## src/rtl/sdpram_bist_ctrl.sv

```systemverilog
// sdpram_bist_ctrl: fill/readback BIST engine for one simple dual-port RAM.
// Define BIST_ERR_INJECT_EN to add inj_en/inj_addr for a single forced write error.
module sdpram_bist_ctrl #(
    parameter int ADDR_WIDTH    = 17,
    parameter int DATA_WIDTH    = 8,
    parameter int RD_LATENCY    = 1,
    parameter int ERR_CNT_WIDTH = 8
) (
    input  logic                     wr_clk,
    input  logic                     tb_wr_rst,
    input  logic                     start,
    input  logic                     abort,
    input  logic [1:0]               pattern_sel,
`ifdef BIST_ERR_INJECT_EN
    input  logic                     inj_en,
    input  logic [ADDR_WIDTH-1:0]    inj_addr,
`endif
    output logic                     ram_wr_en,
    output logic [ADDR_WIDTH-1:0]    ram_wr_addr,
    output logic [DATA_WIDTH-1:0]    ram_wr_data,
    output logic [ADDR_WIDTH-1:0]    ram_rd_addr,
    input  logic [DATA_WIDTH-1:0]    ram_rd_data,
    output logic                     busy,
    output logic                     done,
    output logic                     pass,
    output logic [ERR_CNT_WIDTH-1:0] err_cnt,
    output logic [ADDR_WIDTH-1:0]    first_err_addr
);
    localparam logic [2:0] S_IDLE  = 3'd0;
    localparam logic [2:0] S_WRITE = 3'd1;
    localparam logic [2:0] S_GAP   = 3'd2;
    localparam logic [2:0] S_READ  = 3'd3;
    localparam logic [2:0] S_DRAIN = 3'd4;
    localparam logic [2:0] S_DONE  = 3'd5;
    localparam logic [63:0] CHK_64 = {32{2'b01}};
    localparam logic [DATA_WIDTH-1:0] CHK = CHK_64[DATA_WIDTH-1:0];
    localparam logic [1:0] DRAIN_LAST = 2'(RD_LATENCY - 1);

    function automatic logic [DATA_WIDTH-1:0] pat(input logic [1:0] sel, input logic [ADDR_WIDTH-1:0] a);
        return sel == 2'd0 ? ~DATA_WIDTH'(a) :
               sel == 2'd1 ?  DATA_WIDTH'(a) :
               sel == 2'd2 ? (a[0] ? ~CHK : CHK) : '1;
    endfunction

    logic [2:0]               state_q, state_d;
    logic [1:0]               pat_q;
    logic [ADDR_WIDTH-1:0]    wr_addr_q, rd_addr_q, ferr_q, wr_next;
    logic [DATA_WIDTH-1:0]    wr_data_q;
    logic [1:0]               dr_q;
    logic [RD_LATENCY-1:0]    vld_q;
    logic [DATA_WIDTH-1:0]    exp_q   [RD_LATENCY];
    logic [ADDR_WIDTH-1:0]    eaddr_q [RD_LATENCY];
    logic [ERR_CNT_WIDTH-1:0] err_q;
    logic                     start_ok, wr_last, rd_last, mism, flip0, flipn;

    assign start_ok = start && !abort && (state_q == S_IDLE || state_q == S_DONE);
    assign wr_last  = &wr_addr_q;
    assign rd_last  = &rd_addr_q;
    assign wr_next  = wr_addr_q + ADDR_WIDTH'(1);
    assign mism     = vld_q[RD_LATENCY-1] && ram_rd_data != exp_q[RD_LATENCY-1];

`ifdef BIST_ERR_INJECT_EN
    logic                  inj_q;
    logic [ADDR_WIDTH-1:0] inj_addr_q;
    always_ff @(posedge wr_clk or posedge tb_wr_rst) begin
        if (tb_wr_rst) begin
            inj_q      <= 1'b0;
            inj_addr_q <= '0;
        end else if (start_ok) begin
            inj_q      <= inj_en;
            inj_addr_q <= inj_addr;
        end
    end
    assign flip0 = inj_en && inj_addr == '0;
    assign flipn = inj_q && inj_addr_q == wr_next;
`else
    assign flip0 = 1'b0;
    assign flipn = 1'b0;
`endif

    always_comb begin
        state_d = state_q;
        case (state_q)
            S_IDLE, S_DONE: if (start) state_d = S_WRITE;
            S_WRITE:        if (wr_last) state_d = S_GAP;
            S_GAP:          state_d = S_READ;
            S_READ:         if (rd_last) state_d = S_DRAIN;
            S_DRAIN:        if (dr_q == DRAIN_LAST) state_d = S_DONE;
            default:        state_d = S_IDLE;
        endcase
        if (abort) state_d = S_IDLE;
    end

    always_ff @(posedge wr_clk or posedge tb_wr_rst) begin
        if (tb_wr_rst) begin
            state_q   <= S_IDLE;
            pat_q     <= '0;
            wr_addr_q <= '0;
            wr_data_q <= '0;
            rd_addr_q <= '0;
            dr_q      <= '0;
            vld_q     <= '0;
            err_q     <= '0;
            ferr_q    <= '0;
            for (int i = 0; i < RD_LATENCY; i++) begin
                exp_q[i]   <= '0;
                eaddr_q[i] <= '0;
            end
        end else begin
            state_q <= state_d;
            if (start_ok) begin
                pat_q     <= pattern_sel;
                wr_addr_q <= '0;
                wr_data_q <= pat(pattern_sel, '0) ^ DATA_WIDTH'(flip0);
                err_q     <= '0;
                ferr_q    <= '0;
            end
            if (state_q == S_WRITE && !wr_last && !abort) begin
                wr_addr_q <= wr_next;
                wr_data_q <= pat(pat_q, wr_next) ^ DATA_WIDTH'(flipn);
            end
            if (state_q == S_GAP && !abort) rd_addr_q <= '0;
            if (state_q == S_READ && !rd_last && !abort) rd_addr_q <= rd_addr_q + ADDR_WIDTH'(1);
            dr_q       <= state_q == S_DRAIN ? dr_q + 2'd1 : 2'd0;
            // Expected word and its address travel alongside the RAM read latency.
            vld_q[0]   <= state_q == S_READ && !abort;
            exp_q[0]   <= pat(pat_q, rd_addr_q);
            eaddr_q[0] <= rd_addr_q;
            for (int i = 1; i < RD_LATENCY; i++) begin
                vld_q[i]   <= vld_q[i-1] && !abort;
                exp_q[i]   <= exp_q[i-1];
                eaddr_q[i] <= eaddr_q[i-1];
            end
            if (mism && !abort) begin
                err_q <= &err_q ? err_q : err_q + ERR_CNT_WIDTH'(1);
                if (err_q == '0) ferr_q <= eaddr_q[RD_LATENCY-1];
            end
        end
    end

    assign ram_wr_en      = state_q == S_WRITE;
    assign ram_wr_addr    = wr_addr_q;
    assign ram_wr_data    = wr_data_q;
    assign ram_rd_addr    = rd_addr_q;
    assign busy           = state_q == S_WRITE || state_q == S_GAP || state_q == S_READ || state_q == S_DRAIN;
    assign done           = state_q == S_DONE;
    assign pass           = done && err_q == '0;
    assign err_cnt        = err_q;
    assign first_err_addr = ferr_q;
endmodule

```

## config.mk

```make
export PLATFORM = sky130hd
export DESIGN_NAME = sdpram_bist_ctrl
export DESIGN_NICKNAME = d
export VERILOG_FILES = /design/src/rtl/sdpram_bist_ctrl.sv
export SDC_FILE = /design/constraint.sdc
export NUM_CORES = 1
export LEC_CHECK = 0
export BUFFER_PORTS_ARGS = -buffer_cell sky130_fd_sc_hd__buf_2
export CAP_MARGIN = 25
export CORE_MARGIN = 2
export CORE_UTILIZATION = 40
export CTS_CLUSTER_DIAMETER = 150
export CTS_CLUSTER_SIZE = 40
export DETAILED_ROUTE_END_ITERATION = 7
export GPL_TIMING_DRIVEN = 0
export PLACE_DENSITY = 0.71
export SLEW_MARGIN = 20
export SYNTH_ARGS = -nofsm -noshare
export SYNTH_HDL_FRONTEND = slang
export SYNTH_SLANG_ARGS = --single-unit
```

## constraint.sdc

```tcl
create_clock -name wr_clk -period 3.5 [get_ports wr_clk]
set_input_delay 0.7 -clock wr_clk [delete_from_list [all_inputs] [get_ports wr_clk]]
set_output_delay 0.7 -clock wr_clk [all_outputs]
set_load 0.03 [all_outputs]
```

---- Yosys cells after proc, flatten, opt, wreduce, memory -nomap -nowiden ----
Index checks and enable logic that the tools add are counted.
Widths: inputs -> output; s select.
operators by class
  add/sub/neg operators ................... 4
  eq/ne operators ......................... 15
  mux-type cells .......................... 30
  bitwise gates (word level) .............. 2
  reductions and logical operators ........ 32
operators with widths
  cell                   number
  $mux 8                 16
  $mux 17                7
  $add 17x1->17 const B  2
  $reduce_and 17->1      2
  $not 8->8              2
  $mux 3                 5
  $pmux 3 s5             1
  $logic_and 1x1->1      11
  $ne 3x3->1 const B     3
  $add 8x1->8 const B    1
  $logic_not 8->1        1
  $ne 8x8->1             1
  $reduce_and 8->1       1
  $eq 3x2->1 const B     2
  $eq 3x3->1 const B     2
  $logic_not 2->1        3
  $reduce_bool 2->1      3
  $eq 2x1->1 const B     2
  $eq 2x2->1 const B     2
  $logic_or 1x1->1       4
  $reduce_and 4->1       1
  $eq 3x1->1 const B     1
  $logic_not 1->1        3
  $logic_not 3->1        1
  6 further kinds        6
word-level totals
  register bits ........................... 100
  bits of input ports ..................... 14
  output and inout port bits .............. 71

---- Logic depth before layout (Yosys ltp) ----
  depth in word-level cells ............... 6
  depth in mapped cells ................... 11

---- Least setup slack after synthesis ----
OpenSTA, ideal clock, no wires.
  path type ............................... register to register
  start ................................... register wr_addr_q[0], in the netlist ram_wr_addr[0]
  end ..................................... register wr_addr_q[4], in the netlist ram_wr_addr[4]
  arrival time ............................ 2446 ps
  data required time ...................... 3360 ps
  path slack .............................. 913 ps
  stages on the path, launching flop included .. 12
  path buffers ............................ 2
  period minus slack after synthesis ...... 2587 ps
  path through ............................ dfrtp_1 ha_1 and3_1 clkbuf_1 nand3_1 nor3_1 ha_1 nand3b_1 buf_2 nor2_1 o21ai_0 o31ai_1
on the way
  longest elaborated chain between the ends .. 5
  elaborated cells on any way between the ends .. 7
  classes of those cells .................. add/sub: 1; mux: 1; reduce/logical: 5
RTL lines
  item                                                                   line  RTL
  from (decl)                                                            47    logic [ADDR_WIDTH-1:0] wr_addr_q, rd_addr_q, ferr_q, wr_next;
  from (signal assigned)                                                 119   wr_addr_q <= wr_next;
  parallel branches: the longest is 5 deep, another holds $add 17x1->17  n/a
Parallel ways; which one is timed is not known.
A chain may end at the register's enable or synchronous reset.

---- Worst setup path after layout ----
Same ends and word-level chain as after synthesis.

==> flow_summary_export.csv <==
group,metric,value,unit
logic_synthesis,ys_warn_count,0,
sta,setup_tns,0,ps
die,core,0.01196,mm2
placement,postPlaceCellArea,0.005530,mm2
min_path,hold_path_class,"input port to asynchronous set/reset pin",
worst_setup_path,cp_top_family,"simple AND/OR/NAND/NOR gates",
sta,worst_clock_skew,9.429,ps
clock_tree,cts_htree_levels,3,
clock_tree,cts_resized,0,
logic_synthesis,synth_nets,505,
sta,clock.fmax,347.8,MHz
power,leakagePower,2.796,nW
finish,syn_to_final_growth,18.82,%
clock_tree,cts_tree,"built",
finish,final_area,0.005814,mm2
worst_setup_path,crit_path_end_kind,"register",
clock_tree,cts_buffer_depth,2,
route,drtIter0Drc,294,
finish,final_nets,601,
worst_setup_path,cp_data_required_time,3720,ps
worst_setup_path,worst-path-max-fanout,11,
die,initial_utilization,0.4091,
placement,placed_cells,715,
logic_synthesis,ys_seq_area_frac,0.5114,
logic_synthesis,synth_mux_area_frac,0.06418,
logic_synthesis,yosys.area_share.simple,0.1803,
placement,hpwl,8.251,mm
sta,finalSetupViolCount,0,
sta,rsz0062_at_grt,"no",
route,drc,0,
finish,post_route_cells_drive_above_1_share,0.2158,
finish,instances_no_fill,731,
power,irDropWorstVdd,0.3500,mV
die,io_pins,85,
route,first_pass_iters,5,
logic_synthesis,synthAdderAreaFrac,0.02046,
flow_run,cap_violations,0,
worst_setup_path,worstPathCellList,"ha_1 > and3_1 > clkbuf_1 > nand3_1 > nor3_1 > ha_1 > nand3b_1 > buf_2 > nor2_1 > o21ai_0 > o31ai_1",
logic_synthesis,synth_async_sr_flop_share,1.000,
finish,layout_commonest_cell,"dfrtp_1",
grt,overflow,0,
die,die_area,0.01313,mm2
sta,layout_min_cycle_time,2875,ps
sta,hold_violations,0,
finish,final_cell_mix,"100 x dfrtp_1, 93 x buf_2, 68 x nand2_1, 36 x o21ai_0, 28 x mux2i_1",
grt,grt_max_degree,77,
finish,multiInputGateArea,0.002167,mm2
logic_synthesis,syn_inst,483,
route,vias_per_cell,5.393,
worst_setup_path,crit_type,"register to register",
clock_tree,hold_buffers,0,
logic_synthesis,synth_edf_count,0,
sta,post-route-period-util,0.8215,
logic_synthesis,synth_xor_area_frac,0.03580,
worst_setup_path,cp_slowest_cell,"dfrtp_1",
clock_tree,clock-root-buffer,"clkbuf_16",
logic_synthesis,postSynthAreaPerCell,10.13,um2
route,drtAntennaViolNets,0,
grt,track_usage,0.1820,
die,die_x,114.6,um
logic_synthesis,synthFlopType,"dfrtp_1",
grt,first_global_vias,3783,
worst_setup_path,crit_buf_inv,2,
finish,regArea,0.002502,mm2
logic_synthesis,synth_top_family_by_area,"simple AND/OR/NAND/NOR gates",
clock_tree,cts.clk_slew.worst_paths,70,ps
worst_setup_path,worstSetupStartpointType,"register",
route,drt-total-wl,11.58,mm
route,vias,3942,
route,wire_per_inst,15.84,um
die,placementRows,40,
finish,nFillCells,1097,
grt,antenna_found_initial,0,
power,powerDensity,635.7,mW/mm2
worst_setup_path,cp.arrival,3100,ps
clock_tree,cts_made_buffers,9,
clock_tree,clock-sinks,100,
finish,antenna_cells,0,
outcome,outcome,"finished, final reports clean",
placement,io_buffers,84,
logic_synthesis,synth.distinct_cells,52,
logic_synthesis,ys_seq_elements,100,
power,total_power,0.003696,W
die,die_h,114.6,um
clock_tree,post-cts-setup-buffers,0,
sta,relSlewSlack,0.6247,
logic_synthesis,synth_compound_area_frac,0.1422,
worst_setup_path,max_stage_delay,500,ps
placement,gp_congestion,0.8647,
clock_tree,clock_latency,340,ps
sta,worst_slew_pin_slew,562.9,ps
sta,slew_violations,0,
grt,grt_pass1_wl,18.96,mm
worst_setup_path,cpMostUsedCell,"ha_1",
logic_synthesis,syn_area,0.004893,mm2
logic make-up (layout without fill, tap and decap cells):
family,count (synthesis),in the layout
adder cells (fa/ha/maj),8,8
flip-flops,100,100
AND/OR/NAND/NOR,165,165
buffers and inverters,52,153
XOR/XNOR,20,20
AO/OA/AOI/OAI,107,107
multiplexers,31,31
registers in the layout (all words and copies together), names as in the netlist:
signal          cells
err_cnt             8
ram_wr_addr        17
ram_rd_addr        17
ram_wr_data         8
state_q             3
eaddr_q            17
pat_q               2
first_err_addr     17
vld_q               1
exp_q               8
dr_q                2
final cells by class:
cell class / count / area share
Sequential cell: 100 / 0.4304
Multi-Input combinational cell: 331 / 0.3727
Timing Repair Buffer: 85 / 0.07704
Clock buffer: 9 / 0.03873
Tap cell: 147 / 0.03163
Buffer: 24 / 0.02044
Inverter: 28 / 0.01894
Clock inverter: 7 / 0.01011
Yosys cell counts (all sizes together), types with 4 or more instances:
cell type	number	share of area
o21a	4	0.0061
buf	12	0.015
o31ai	9	0.014
xor2	10	0.018
nor3	6	0.0061
mux2i	28	0.057
and3	11	0.014
nor4	6	0.020
nand2	68	0.052
and2	4	0.0051
o211ai	4	0.0061
o22a	7	0.013
and4	5	0.0089
nand3	25	0.026
clkbuf	12	0.0097
nand2b	5	0.0064
ha	8	0.020
a21oi	24	0.025
inv	28	0.021
xnor2	10	0.018
nor2	21	0.016
nor2b	4	0.0066
dfrtp	100	0.51
o21ai	36	0.037
report_power, final:
part	switching, W	internal, W	leakage (nW)	total (W)
sequential	0.000133	0.00131	1.34	0.00145
combinational	0.000849	0.000449	1.31	0.00130
clock	0.000457	0.000495	0.144	0.000952
per-layer routing:
metal | wire, um | share of wire | global-route usage
met1 | 5298 | 0.46 | 0.2468
met2 | 5635 | 0.49 | 0.2911
met3 | 508 | 0.044 | 0.03864
met4 | 136 | 0.012 | 0.06098
met5 | 0 | 0 | 0
per-stage QoR:
step | hold slack (ps) | utilization | setup WS (ps)
6_report | 297.0 | 0.4861 | 624.8
2_1_floorplan | 477.8 | - | 181.2
5_1_grt | 311.2 | 0.4861 | 274.3
3_3_place_gp | 380.1 | 0.4596 | -924.1
4_1_cts | 304.5 | 0.4861 | 667.8
3_5_place_dp | 391.3 | 0.4623 | 688.4
worst reg2reg max path: stages (launching register included):
cell      delay [ps]
dfrtp_1          500
ha_1             320
and3_1           180
clkbuf_1         250
nand3_1          160
nor3_1           210
ha_1             240
nand3b_1         290
buf_2            300
nor2_1            70
o21ai_0          140
o31ai_1           90
worst paths after layout:
path,start,to,slack [ps],depth (start not counted)
max in group asynchronous,tb_wr_rst,err_cnt[6],2550,3
setup / recovery,ram_wr_addr[0],ram_wr_addr[4],620,11
min in group wr_clk,ram_rd_addr[4],eaddr_q[4],410,0
setup reg to reg,ram_wr_addr[0],ram_wr_addr[4],620,11
hold / removal,tb_wr_rst,eaddr_q[13],300,2
hold reg to reg,ram_rd_addr[4],eaddr_q[4],410,0
Note: power is estimated with default switching activity, not from simulation.
